==> config.mk <==
export PLATFORM = sky130hd
export DESIGN_NAME = quad_encoder_gen
export DESIGN_NICKNAME = d
export VERILOG_FILES = /design/src/rtl/quad_encoder_gen.sv
export SDC_FILE = /design/constraint.sdc
export NUM_CORES = 1
export LEC_CHECK = 0
export BUFFER_PORTS_ARGS = -buffer_cell sky130_fd_sc_hd__buf_2
export CORE_ASPECT_RATIO = 1.75
export CORE_MARGIN = 8
export CORE_UTILIZATION = 53
export DETAILED_ROUTE_END_ITERATION = 8
export GPL_ROUTABILITY_DRIVEN = 1
export PLACE_DENSITY_LB_ADDON = 0.3
export RECOVER_POWER = 100
export SYNTH_ARGS = -nofsm -noshare
export SYNTH_HDL_FRONTEND = slang
export SYNTH_SLANG_ARGS = --single-unit
==> constraint.sdc <==
create_clock -name clk -period 4.1 [get_ports clk]
set_input_delay 0.205 -clock clk [delete_from_list [all_inputs] [get_ports clk]]
set_output_delay 0.205 -clock clk [all_outputs]
set_load 0.01 [all_outputs]
==> src/rtl/quad_encoder_gen.sv <==
// Quadrature encoder signal generator: emits a commanded number of
// Gray-code edges on A/B at a fixed rate and tracks signed position.
module quad_encoder_gen #(
  parameter int DIV   = 4,
  parameter int CNT_W = 16
) (
  input  logic             clk,
  input  logic             rst_n,
  input  logic             start,
  input  logic [1:0]       dir_in,
  input  logic [CNT_W-1:0] steps,
  input  logic             abort,
  output logic             A,
  output logic             B,
  output logic             busy,
  output logic             done,
  output logic [CNT_W-1:0] pos
);

  localparam int DW = (DIV > 1) ? $clog2(DIV) : 1;
  localparam logic [DW-1:0] DIV_LAST = DW'(DIV - 1);

  typedef enum logic {
    IDLE = 1'b0,
    RUN  = 1'b1
  } state_t;

  state_t           r_state;
  logic [DW-1:0]    r_div;
  logic [CNT_W-1:0] r_rem;
  logic             r_fwd;
  logic [1:0]       r_ab;
  logic [CNT_W-1:0] r_pos;
  logic             r_done;

  state_t           w_state;
  logic [DW-1:0]    w_div;
  logic [CNT_W-1:0] w_rem;
  logic             w_fwd;
  logic [1:0]       w_ab;
  logic [CNT_W-1:0] w_pos;
  logic             w_done;
  logic             w_cmd_ok;

  assign w_cmd_ok = start
                  && (dir_in == 2'b01 || dir_in == 2'b10)
                  && (steps != '0);

  always_comb begin
    w_state = r_state;
    w_div   = r_div;
    w_rem   = r_rem;
    w_fwd   = r_fwd;
    w_ab    = r_ab;
    w_pos   = r_pos;
    w_done  = 1'b0;
    unique case (r_state)
      IDLE: begin
        if (w_cmd_ok) begin
          w_state = RUN;
          w_fwd   = dir_in[0];
          w_rem   = steps;
          w_div   = '0;
        end
      end
      RUN: begin
        if (abort) begin
          w_state = IDLE;
          w_div   = '0;
        end else if (r_div == DIV_LAST) begin
          // Forward rotates {A,B} -> {~B,A}; reverse -> {B,~A}
          w_ab  = r_fwd ? {~r_ab[0], r_ab[1]}
                        : {r_ab[0], ~r_ab[1]};
          w_pos = r_fwd ? r_pos + CNT_W'(1)
                        : r_pos - CNT_W'(1);
          w_rem = r_rem - CNT_W'(1);
          w_div = '0;
          if (r_rem == CNT_W'(1)) begin
            w_state = IDLE;
            w_done  = 1'b1;
          end
        end else begin
          w_div = r_div + DW'(1);
        end
      end
      default: w_state = IDLE;
    endcase
  end

  always_ff @(posedge clk) begin
    if (!rst_n) begin
      r_state <= IDLE;
      r_div   <= '0;
      r_rem   <= '0;
      r_fwd   <= 1'b0;
      r_ab    <= 2'b00;
      r_pos   <= '0;
      r_done  <= 1'b0;
    end else begin
      r_state <= w_state;
      r_div   <= w_div;
      r_rem   <= w_rem;
      r_fwd   <= w_fwd;
      r_ab    <= w_ab;
      r_pos   <= w_pos;
      r_done  <= w_done;
    end
  end

  assign A    = r_ab[1];
  assign B    = r_ab[0];
  assign busy = (r_state == RUN);
  assign done = r_done;
  assign pos  = r_pos;

endmodule

==> run metrics, run 1 <==
status completed; vias per cell approximately 6.3; actual slew at the worst max-slew pin between 1000 and 1500 ps; setup total negative slack 0 ps; synth top area cells dfxtp_1, ha_1, a21oi_1, nand2_1, nand3_1; WL final 7.30 mm; vias in the first global route about 2700; Post-synth EDFFs 0; Yosys top cell area share ~30%; Die H around 110 um; count of hold-fix buffers inserted at cts 0; highest fanout seen on the critical path 14; worst setup margin 1110 ps; Area Growth Syn to Fin 11.2%; final antenna-violating net count 0; RSZ-0062 raised after global routing false; first-pass GRT wire length around 12 mm; slowest CP cell o41ai_1; core area ~0.0049 sq mm; row cnt 34; Mapped Avg Cell Area 7.57 sq um; Port-buffer cells 41; Hold Path Origin dir_in[0]; drt drc 0; Max-slew headroom between 20 and 30%; post-place instance area approximately 0.0028 sq mm; clk sinks 39; top-count cell post-synth nand2_1; Worst Setup SP r_fwd; Netlist cell types 48; cts repair resizes 0; WP data required about 4300 ps; leakage 1.23 nW; nature of the critical path endpoint flip-flop; die area approximately 0.0076 sq mm; DRT iter0 DRCs between 200 and 250; fin area 0.00292 sq mm; clk slew on worst S/H paths 80 ps; die width 69.2 um; clock root buffer clkbuf_8; CP Data Arrival Time roughly 3200 ps; Hold Fails Final Rpt 0; Worst Setup Start Kind flip-flop; Fmax achieved about 330 MHz; register area share after synthesis ~30%; initial antenna violation count 0; post-synth top area cell dfxtp_1; critical path type flip-flop to flip-flop; post-CTS setup-driven buffer insertion count 0; aggregate global-route resource usage around a fifth; per-cell routed wire length approximately 17 um; Placed Cells roughly 430; syn_nets 387; #FFs+latches synth 39; TritonCTS Buffers 5; hpwl dp roughly 5.3 mm; Pwr per Cell Area roughly 320 mW/mm^2; GRT Residual Overflow 0; Layout Nets 419; gpl congestion 0.933; Initial Util a little over half; post-placement worst setup slack around 1300 ps; post-route insts no fill ~430; clk_skew ~11 ps; Max-Cap Viols 0; CTS tree yes; clk_lat worst skew 300 ps; period utilization 73.0%; largest net degree at the start of global routing 33; crit-path most repeated cell mux2i_1; fin. max-slew vios 0; Vias between 2000 and 3000; Gate Count Post-Synth ~350; CP peak stage delay ~600 ps; Synth async-reset ratio 0%; peak supply drop ~0.23 mV; Mapped Area approximately 0.0026 sq mm; Ports 42; minimum clock period roughly 3000 ps; Max clock buf depth 2; crit path cell chain inv_1 > ha_1 > o211ai_1 > o21bai_2 > a31oi_1 > o41ai_1 > mux2i_1 > mux2i_1; prevailing post-synth register cell dfxtp_1; share of cells above drive strength 1 9.21%; HP Class input port to flip-flop; synth cell count leaders nand2_1, dfxtp_1, a21oi_1, nor2_1; # setup viols final 0; drt first pass iters 4; htree depth 2; # diodes 0; Syn. warnings 0; worst reg2reg startpoint r_fwd
## path summary, 6_finish.rpt
check | slack [ps] | cells after the start | end
setup reg to reg | 1110 | 8 | pos[15]
hold reg to reg | 470 | 2 | r_rem[15]
hold / removal | 200 | 3 | r_fwd
setup / recovery | 1110 | 8 | pos[15]
## placed cells by master, fill, tap and decap left out, drive strengths merged, types with 12 or more instances in the layout
master	n
nand3	24
buf	23
dfxtp	39
nor2	27
a21oi	36
nand2	41
o21ai	24
clkbuf	27
inv	15
xnor2	12
ha	17
## per-layer routing
layer	GRT usage [%]	wire, um
met5	0	0
met4	9.72	221
met3	3.46	387
met2	36.5	3940
met1	18.1	2750
## power by group
part | switching, W | internal [W]
combinational | 0.000123 | 0.0000680
clock | 0.000139 | 0.000197
sequential | 0.0000131 | 0.000391
total | 0.000275 | 0.000657
## logic make-up after synthesis
logic type	count (synthesis)	synth area share, %
and+or+nand+nor	132	24.2
AOI/OAI and AO/OA	103	25.0
DFF	39	29.7
buffers and inverters	34	4.95
adders and majority gates	18	8.86
xor gates and xnor gates	16	5.34
muxes	5	1.91
## flip-flops by register name, indices dropped and copies added, names as in the netlist
signal and count:
r_rem 16, busy 1, pos 16, done 1, r_div 2, r_fwd 1, r_ab 2
## through the flow
step	hold slack [ps]	power, W	util [%]
global placement	459	0.000598	58.2
floorplan	349	0.000551	-
global route	209	0.000975	59.7
CTS	190	0.000939	60.6
detailed placement	464	0.000603	58.2
finish	195	0.000932	59.7
## critical path: cells and delay by family (launching register included)
| family | cells | cell delay (ps) |
|---|---|---|
| flops | 1 | 510 |
| buf+inv | 1 | 330 |
| mux | 2 | 490 |
| fa+ha+maj | 1 | 480 |
| compound gates | 4 | 1130 |
## cell type report
type / count / area [sq um]
fill: 494 / 1970
inverter: 15 / 56.3
tap: 54 / 67.6
sequential: 39 / 781
multi-input combinational: 274 / 1700
clock inverter: 2 / 35.0
clock buffer: 6 / 82.6
timing repair buffer: 44 / 196
(Power assumes the default switching activity.)
==> run 2: changes to the inputs <==
--- a/config.mk
+++ b/config.mk
@@ -5,6 +5,7 @@
 export SDC_FILE = /design/constraint.sdc
 export NUM_CORES = 1
 export LEC_CHECK = 0
+export ABC_AREA = 1
 export BUFFER_PORTS_ARGS = -buffer_cell sky130_fd_sc_hd__buf_2
 export CORE_ASPECT_RATIO = 1.75
 export CORE_MARGIN = 8
==> constraint.sdc (replaced) <==
create_clock -name clk -period 2.9 [get_ports clk]
set_input_delay 0.145 -clock clk [delete_from_list [all_inputs] [get_ports clk]]
set_output_delay 0.145 -clock clk [all_outputs]
set_load 0.01 [all_outputs]
==> run metrics, run 2 <==
Initial Util between 50% and 60%; status completed; most frequent cells in the layout nand2_1, nor2_1, inv_1; Max-Cap Viols 0; Hold Crit Depth 4; Multi-input gate area about 0.0018 sq mm; post-CTS setup-driven buffer insertion count 0; DRT iter0 DRCs between 100 and 150; core area around 0.0055 sq mm; clk_skew between 7 and 8 ps; row cnt 36; RSZ-0062 raised after global routing false; WL met2 roughly 4.2 mm; clk_lat worst skew 300 ps; clk sinks 39; Die H ~110 um; Mapped Avg Cell Area 6.30 sq um; register area share after synthesis around a quarter; Post-Route M1 WL 2.80 mm; # setup viols final 0; htree depth 2; Mapped Area between 0.002 and 0.003 sq mm; WL final around 7.5 mm; peak supply drop between 0.2 and 0.3 mV; Worst Setup Start Kind flip-flop; post-place instance area about 0.0032 sq mm; GRT Residual Overflow 0; actual slew at the worst max-slew pin roughly 650 ps; path depth of the worst reg2reg path 11; Max-slew headroom a little under three fifths; first-pass GRT wire length approximately 13 mm; clk slew on worst S/H paths around 90 ps; highest metal used met4; fin area 0.00326 sq mm; Post-synth EDFFs 0; prevailing post-synth register cell dfxtp_1; final antenna-violating net count 0; top-count cell post-synth nand2_1; share of cells above drive strength 1 about a tenth; worst setup margin between 500 and 600 ps; Min Hold Slack approximately 160 ps; post-placement worst setup slack roughly 750 ps; die width a little over 70 um; hpwl dp roughly 5.7 mm; Max clock buf depth 2; drt drc 0; syn_nets roughly 500; highest fanout seen on the critical path 15; Gate Count Post-Synth 464; Fmax achieved roughly 430 MHz; clock root buffer clkbuf_8; setup total negative slack 0 ps; total power 0.00141 W; CTS tree yes; critical path type flip-flop to flip-flop; Synth async-reset ratio 0%; synth top area cells dfxtp_1, nand2_1, nor2_1, nand3_1, inv_1; Port-buffer cells 41; HP Class input port to flip-flop; Hold Fails Final Rpt 0; # diodes 0; nature of the critical path endpoint flip-flop; per-cell routed wire length about 13 um; Syn. warnings 0; period utilization 80.5%; CP Data Arrival Time roughly 2500 ps; Vias slightly above 3000; #FFs+latches synth 39; aggregate global-route resource usage 19.1%; die area roughly 0.0082 sq mm; vias in the first global route 3000; most common cell after layout, fill and taps aside nand2_1; cts repair resizes 0; initial antenna violation count 0; Layout Nets 543; leakage ~1.7 nW; Yosys top cell area share 26.7%; WP data required 3100 ps; vias per cell 5.23; Ports 42; fin. max-slew vios 0; gpl congestion between 0.9 and 1; drt first pass iters 4; TritonCTS Buffers 5; count of hold-fix buffers inserted at cts 0; minimum clock period around 2300 ps; register area 781 sq um; synth cell count leaders nand2_1, nor2_1, inv_1, nand3_1, dfxtp_1; filler instances roughly 550; Pwr per Cell Area between 400 and 500 mW/mm^2; Area Growth Syn to Fin 11.4%; post-synth top area cell dfxtp_1; DR WL met3 286 um; R2R Setup Slk about 570 ps; Netlist cell types 37; largest net degree at the start of global routing 32
[run 2: cells by family (layout without fill, tap and decap cells)]
logic type	Yosys count	count (layout)	share of synthesized area [%]
simple gates	240	240	36.5
fa+ha+maj	18	18	7.96
compound gates	81	81	15.5
flops	39	39	26.7
buf+inv	76	116	10.4
xor+xnor	10	10	2.99
[run 2: power breakdown]
part | total, W | internal (W) | switching (W)
Clock | 0.000491 | 0.000279 | 0.000212
Combinational | 0.000332 | 0.000117 | 0.000215
Sequential | 0.000584 | 0.000556 | 0.0000274
Total | 0.00141 | 0.000952 | 0.000454
[run 2: layout make-up]
type / count / area share (%)
multi-input cells: 349 / 56.0
flip-flops and latches: 39 / 24.0
inverters: 64 / 7.37
repair buffers: 44 / 6.14
well taps: 76 / 2.92
clock buffers: 6 / 2.53
clock inverters: 2 / 1.07
[run 2: final timing paths]
kind,startpoint,end
setup / recovery,r_fwd,pos[14]
hold / removal,abort,r_div[1]
hold reg to reg,r_div[0],r_div[0]
setup reg to reg,r_fwd,pos[14]
[run 2: worst max-delay path: stages (launching register included)]
cell and delay [ps]:
dfxtp_1 450, inv_1 310, ha_1 480, nand2_1 80
o21ai_0 300, nand2_1 90, nand2_1 170, nand2_1 90
nand3_1 80, nand3_1 70, nand2_1 80, inv_1 30
[run 2: per-stage QoR]
| step | utilization [%] | instances |
|---|---|---|
| floorplan | - | 464 |
| global placement | 58.4 | 572 |
| detailed placement | 58.4 | 572 |
| CTS | 60.6 | 580 |
| global route | 59.8 | 580 |
| finish | 59.8 | 580 |
[run 2: metal layers]
metal  vias up  global-route usage [%]
met3        17                    4.12
met4         0                    11.1
li1       1571                       -
met2        57                    36.6
met5         -                       0
met1      1387                    17.4
